### src/rtl/phys_free_list_ctrl.sv
// Rename-stage free list: a circular buffer of free physical tags with in-order multi-slot
// allocation, retire-time frees, and a retired head used to restore the pool on flush.
module phys_free_list_ctrl #(
  parameter int SS = 2,
  parameter int NUM_PREGS = 64,
  parameter int NUM_AREGS = 32,
  localparam int DEPTH = NUM_PREGS - NUM_AREGS,
  localparam int PW = $clog2(NUM_PREGS),
  localparam int IW = $clog2(DEPTH),
  localparam int CW = IW + 1
) (
  input  logic                   clk,
  input  logic                   rst,
  input  logic [SS-1:0]          alloc_req,
  output logic [SS-1:0]          alloc_gnt,
  output logic [SS-1:0][PW-1:0]  alloc_preg,
  input  logic [SS-1:0]          retire_push,
  input  logic [SS-1:0][PW-1:0]  retire_preg,
  input  logic [SS-1:0]          retire_adv,
  input  logic                   flush,
  output logic [CW-1:0]          free_count,
  output logic                   empty
);

  logic [PW-1:0]         ring [DEPTH];
  logic [CW-1:0]         head;
  logic [CW-1:0]         tail;
  logic [CW-1:0]         rhead;
  logic [CW-1:0]         n_req;
  logic [CW-1:0]         gnt_cnt;
  logic [CW-1:0]         push_cnt;
  logic [CW-1:0]         adv_cnt;
  logic [CW-1:0]         room;
  logic [SS-1:0]         wr_en;
  logic [SS-1:0][IW-1:0] wr_idx;

  // Grants are monotonic in n_req, so a denied slot automatically stalls every younger slot.
  always_comb begin
    n_req      = '0;
    gnt_cnt    = '0;
    alloc_gnt  = '0;
    alloc_preg = '0;
    for (int i = 0; i < SS; i++) begin
      if (alloc_req[i]) begin
        n_req = n_req + CW'(1);
        alloc_preg[i] = ring[IW'(head + n_req - CW'(1))];
        if (n_req <= free_count && !flush) begin
          alloc_gnt[i] = 1'b1;
          gnt_cnt = gnt_cnt + CW'(1);
        end
      end
    end
  end

  // Pushes beyond the free room are dropped so free_count never exceeds DEPTH.
  always_comb begin
    room     = CW'(DEPTH) - free_count;
    push_cnt = '0;
    wr_en    = '0;
    wr_idx   = '0;
    adv_cnt  = '0;
    for (int i = 0; i < SS; i++) begin
      if (retire_push[i] && push_cnt < room) begin
        wr_en[i]  = 1'b1;
        wr_idx[i] = IW'(tail + push_cnt);
        push_cnt  = push_cnt + CW'(1);
      end
      adv_cnt = adv_cnt + CW'(retire_adv[i]);
    end
  end

  always_ff @(posedge clk) begin
    if (rst) begin
      head       <= '0;
      tail       <= '0;
      rhead      <= '0;
      free_count <= CW'(DEPTH);
      for (int k = 0; k < DEPTH; k++) begin
        ring[k] <= PW'(NUM_AREGS + k);
      end
    end else begin
      for (int i = 0; i < SS; i++) begin
        if (wr_en[i]) begin
          ring[wr_idx[i]] <= retire_preg[i];
        end
      end
      tail  <= tail + push_cnt;
      rhead <= rhead + adv_cnt;
      if (flush) begin
        head       <= rhead + adv_cnt;
        free_count <= CW'(DEPTH);
      end else begin
        head       <= head + gnt_cnt;
        free_count <= free_count + push_cnt - gnt_cnt;
      end
    end
  end

  assign empty = (free_count == '0);

endmodule

### config.mk
export PLATFORM = sky130hd
export DESIGN_NAME = phys_free_list_ctrl
export DESIGN_NICKNAME = d
export VERILOG_FILES = /design/src/rtl/phys_free_list_ctrl.sv
export SDC_FILE = /design/constraint.sdc
export NUM_CORES = 1
export LEC_CHECK = 0
export CAP_MARGIN = 20
export CORE_AREA = 2 2 180 182
export CTS_BUF_LIST = sky130_fd_sc_hd__clkbuf_4
export CTS_CLUSTER_SIZE = 40
export DETAILED_ROUTE_END_ITERATION = 7
export DIE_AREA = 0 0 182 184
export PLACE_DENSITY = 0.66
export SYNTH_ARGS = -nofsm -noshare
export SYNTH_HDL_FRONTEND = slang
export SYNTH_SLANG_ARGS = --single-unit
export TNS_END_PERCENT = 1
### constraint.sdc
create_clock -name clk -period 5.7 [get_ports clk]
set_input_delay 0.855 -clock clk [delete_from_list [all_inputs] [get_ports clk]]
set_output_delay 0.855 -clock clk [all_outputs]
set_load 0.02 [all_outputs]
Word level (Yosys, flattened, before mapping). Memory sizes are Yosys's and may differ from the RTL's. Index checks and enable logic that the tools add are counted.

Flip-flop bits (word level): 24. RAM bits: 192. Output and inout port bits: 21. Logic and storage cells: 65. Memories: 1.

Add/subtract/negate cells: 15. Order comparisons: 4. Multiplexer cells: 32. Reduce and logical (&&, ||, !) cells: 9.

Memory list: ring (depth 32, width 6, rd ports 2, clocked after memory_dff 0, wr ports 32, line 25) `logic [PW-1:0] ring [DEPTH];`.

Operator list (number): 6-bit two-way mux (8); 1-bit two-way mux (20); 5-bit two-way mux (4); 6-bit adder (3); 6-bit by 1-bit adder with 6-bit output (second input constant) (2); 6-bit OR reduction (2); 5-bit adder (2); 5-bit by 1-bit subtractor with 5-bit output (second input constant) (2); 6-bit by 2-bit adder with 6-bit output (1); 1-bit by 6-bit <= comparator with 1-bit output (first input constant) (1); 2-bit by 6-bit <= comparator with 1-bit output (1); 6-bit logical NOT (1); 1-bit by 6-bit less-than comparator with 1-bit output (first input constant) (1); 6-bit less-than comparator (1); 6-bit subtractor (1); 6-bit subtractor (first input constant) (1); 5-bit by 1-bit adder with 5-bit output (second input constant) (1); 1-bit logical AND (4); 1-bit by 1-bit adder with 2-bit output (1); 1-bit by 1-bit adder with 2-bit output (second input constant) (1); 2-bit OR reduction (1); 1-bit logical NOT (1).

Depth between registers and ports, before layout.
Depth after elaboration: 12. Mapped depth: 20.

Worst setup path before layout. OpenSTA, ideal clock, no wires.

Kind: register -> output. Start point: register head[1]. End point: output port alloc_preg[10] in the netlist's numbering. Arrival: 3.752 ns. Required time: 4.845 ns. Setup slack: 1.093 ns. Stages on the path, launching flop included: 14. Buffers on the path: 5. Path through: dfxtp_1 buf_2 buf_1 buf_2 inv_1 ha_1 inv_1 ha_1 fa_1 xor2_1 buf_2 buf_4 mux2i_1 o221ai_1.

RTL lines: from (decl) (line 26) `logic [CW-1:0] head;`; from (signal assigned) (line 90) `head <= rhead + adv_cnt;`; from (signal assigned) (line 93) `head <= head + gnt_cnt;`; to (decl) (line 16) `output logic [SS-1:0][PW-1:0] alloc_preg,`.

==> results_dict.tcl <==
set metrics [dict create \
    cpPeakStageDelay_ps 660 \
    synth_area_um2 15500 \
    drt-vias-per-instance 7.38 \
    clk_latency_ps 730 \
    cp-endpoint "alloc_preg[8]" \
    final_nets 1367 \
    busiest_layer "met2" \
    end_kind "output pin" \
    met3_usage 0.111 \
    first_global_vias 12410 \
    synth-async-reset-ratio 0 \
    ys_types 89 \
    dieArea_um2 33500 \
    crit_slowest_cell "clkdlybuf4s50_1" \
    status "complete, no violations" \
    cts-root-buf "clkbuf_4" \
    grt_use_total 0.354 \
    power_leakage_nw 5.42 \
    cp.required_ps 4850 \
    avgSynthCellArea_um2 12.2 \
    final_core_util 0.545 \
    rsz0062_at_grt "no" \
    dp_slack_ps 383 \
    holdBufCountCts 0 \
    dominantRegCellSynth "edfxtp_1" \
    dpl.cell_count 1646 \
    multi_input_area_um2 8690 \
    nFillCells 2686 \
    drt_wl_total_um 58600 \
    yosys.area.top_type_share 0.371 \
    die_x_um 182 \
    tritoncts "yes" \
    globalplace.congestion 0.980 \
    stdcell_area_um2 17100 \
    grt_use_met2 0.520 \
    finalMaxSlewViolations 0 \
    gr-total-overflow 0 \
    finalCritPeriodShare 0.948 \
    cts.sinks 213 \
    cts_resized 0 \
    r2r-start "free_count[2]" \
    r2r_slack_ps 700 \
    io-pin-count 42 \
    fp.coreArea_um2 31400 \
    cp.arrival_ps 4550 \
    drtIter0Drc 2213 \
    portBuffers 41 \
    postSynthCellCount 1278 \
    cts_buffers 66 \
    grt_max_degree 69 \
    cp_max_fo 12 \
    drt-pass1-iter-count 6 \
    vias 13002 \
    max_freq_mhz 185 \
    ys_ff_latch 213 \
    synth_nets 1333 \
    drive_gt1_frac 0.289 \
    regArea_um2 6190 \
    yosysWarnings 0 \
    r2r.worst_path.cells 13 \
    reg2reg_to "ring[23][1]" \
    slew_headroom 0.275 \
    gr-usage-met1 0.481 \
    start_util 0.495 \
    setup_viol 0 \
    power_density_nw_per_um2 374 \
    maxCapViolations 0 \
    p_total_mw 6.40 \
    worst_setup_path_start_kind "input pin" \
    finalClockSkew_ps 51.9 \
    synth_edf_count 192 \
    ir_drop_uv 359 \
    crit_type "input pin to output pin" \
    clk_path_buf_depth 3 \
    post_cts_buffers 0 \
    die_h_um 184 \
    synthTopCellsByArea "edfxtp_1 37%, mux4_2 14%, mux2_2 5.0%" \
    drc 0 \
    worst_pin_slew_ps 1080 \
    grt_pass1_wl_um 85500 \
    fin_crit_ps 5400 \
    min_path_type "register to register" \
    fin_cells 1762 \
    setup.worst_path.start "alloc_req[0]" \
    holdWs_ps 554 \
    htree_levels 3 \
    antenna_found_initial 4 \
    clk_pin_slew_worst_paths_ps 50 \
    wire_per_inst_um 33.3 \
    hold_viol_final 0 \
    syn_to_final_growth_pct 10.2 \
    fin_setup_tns_ps 0 \
    crit_chain "clkdlybuf4s50_1 > inv_1 > ha_1 > inv_1 > ha_4 > fa_1 > xor2_4 > buf_4 > mux2i_1 > o32a_1 > o221ai_1 > clkdlybuf4s50_1" \
    num_rows 65 \
    dp_hpwl_um 41300 \
    antenna_left 0 \
    yosysTopAreaCell "edfxtp_1" \
    postPlaceCellArea_um2 16300 \
    fin_ws_ps 298 \
    seq_area_frac_synth 0.398 \
]
[synth_stat cells (all sizes together) (9+ instances only)]
master	instances
a21oi	12
a2bb2oi	9
a311o	9
a31oi	16
and2	17
and3	17
buf	50
clkbuf	77
dfxtp	21
edfxtp	192
ha	28
inv	34
mux2	115
mux2i	61
mux4	98
nand2	52
nand2b	14
nand3	47
nand4	55
nor2	72
nor2b	11
nor3	54
nor3b	9
nor4	61
o32a	15
or3	11
xnor2	12
[cell families (layout without fill, tap and decap cells)]
kind of cell    after synthesis  in the layout  share of synthesized area
other cells                   0              2                          0
compound gates              136            136                     0.0723
buf+inv                     162            242                     0.0461
mux                         274            274                      0.269
fa+ha+maj                    34             34                     0.0303
flops                       213            213                      0.398
simple gates                443            443                      0.172
xor+xnor                     16             16                     0.0114
[cell type report]
cell class,count,area share
sequential,213,0.362
clock inverter,20,0.00468
antenna,2,0.000292
timing repair buffer,93,0.0477
multi-input combinational,903,0.507
clock buffer,94,0.0412
tap,402,0.0294
inverter,35,0.00767
[flip-flops by register name, summed over array words and instances, names as in the netlist]
name	count
free_count	6
ring	192
tail	5
head	5
rhead	5
[per-layer routing]
metal | vias up | part of all wire
met5 | - | 0.00068
met4 | 4 | 0.051
met3 | 231 | 0.15
met2 | 1164 | 0.43
met1 | 6350 | 0.37
li1 | 5253 | -
[power by group]
| part | leakage (nW) | switching [mW] | internal, mW |
|---|---|---|---|
| sequential | 1.76 | 0.129 | 1.82 |
| clock | 0.479 | 0.735 | 0.757 |
| combinational | 3.17 | 1.91 | 1.05 |
| total | 5.42 | 2.77 | 3.63 |
[critical path: cells and delay by family]
| kind | cells | cell delay (ps) |
|---|---|---|
| xor gates and xnor gates | 1 | 420 |
| muxes | 1 | 130 |
| adders and majority gates | 3 | 930 |
| buffers and inverters | 5 | 1790 |
| AOI/OAI and AO/OA | 2 | 390 |
[how the worst min path moves through the flow]
stage / startpoint / endpoint / slack [ps] / cells after the start
6_report: rhead[4] / rhead[4] / 550 / 2
3_5_place_dp: rhead[4] / rhead[4] / 550 / 2
3_3_place_gp: rhead[4] / rhead[4] / 520 / 2
5_1_grt: rhead[4] / rhead[4] / 620 / 2
2_1_floorplan: rhead[4] / rhead[4] / 500 / 2
4_1_cts: rhead[4] / rhead[4] / 560 / 2
[placed cells by master (no fill, tap or decap), types with 6 or more instances in the layout]
master             n
o32a_1            15
a2bb2oi_1          9
nor4_1            56
ha_1              26
xnor2_1           10
mux2_1            27
nand4_1           48
clkbuf_4          94
nor3_1            47
nand3_1           45
a31oi_1           16
and3_1            17
o221ai_1           6
nand2_1           52
mux2_2            69
or4_1              8
nand2b_1          14
inv_1             33
mux2i_1           60
dfxtp_1           19
mux4_2            98
a311o_1            9
fa_1               6
o22a_1             6
mux2_4            19
buf_4             48
o21ai_0            7
and2_1            16
clkinv_1          15
nor2b_1           10
nor2_1            69
clkdlybuf4s50_1   37
or3_1             11
a21oi_1           12
nand4_2            7
edfxtp_1         192
(Power assumes the default switching activity.)
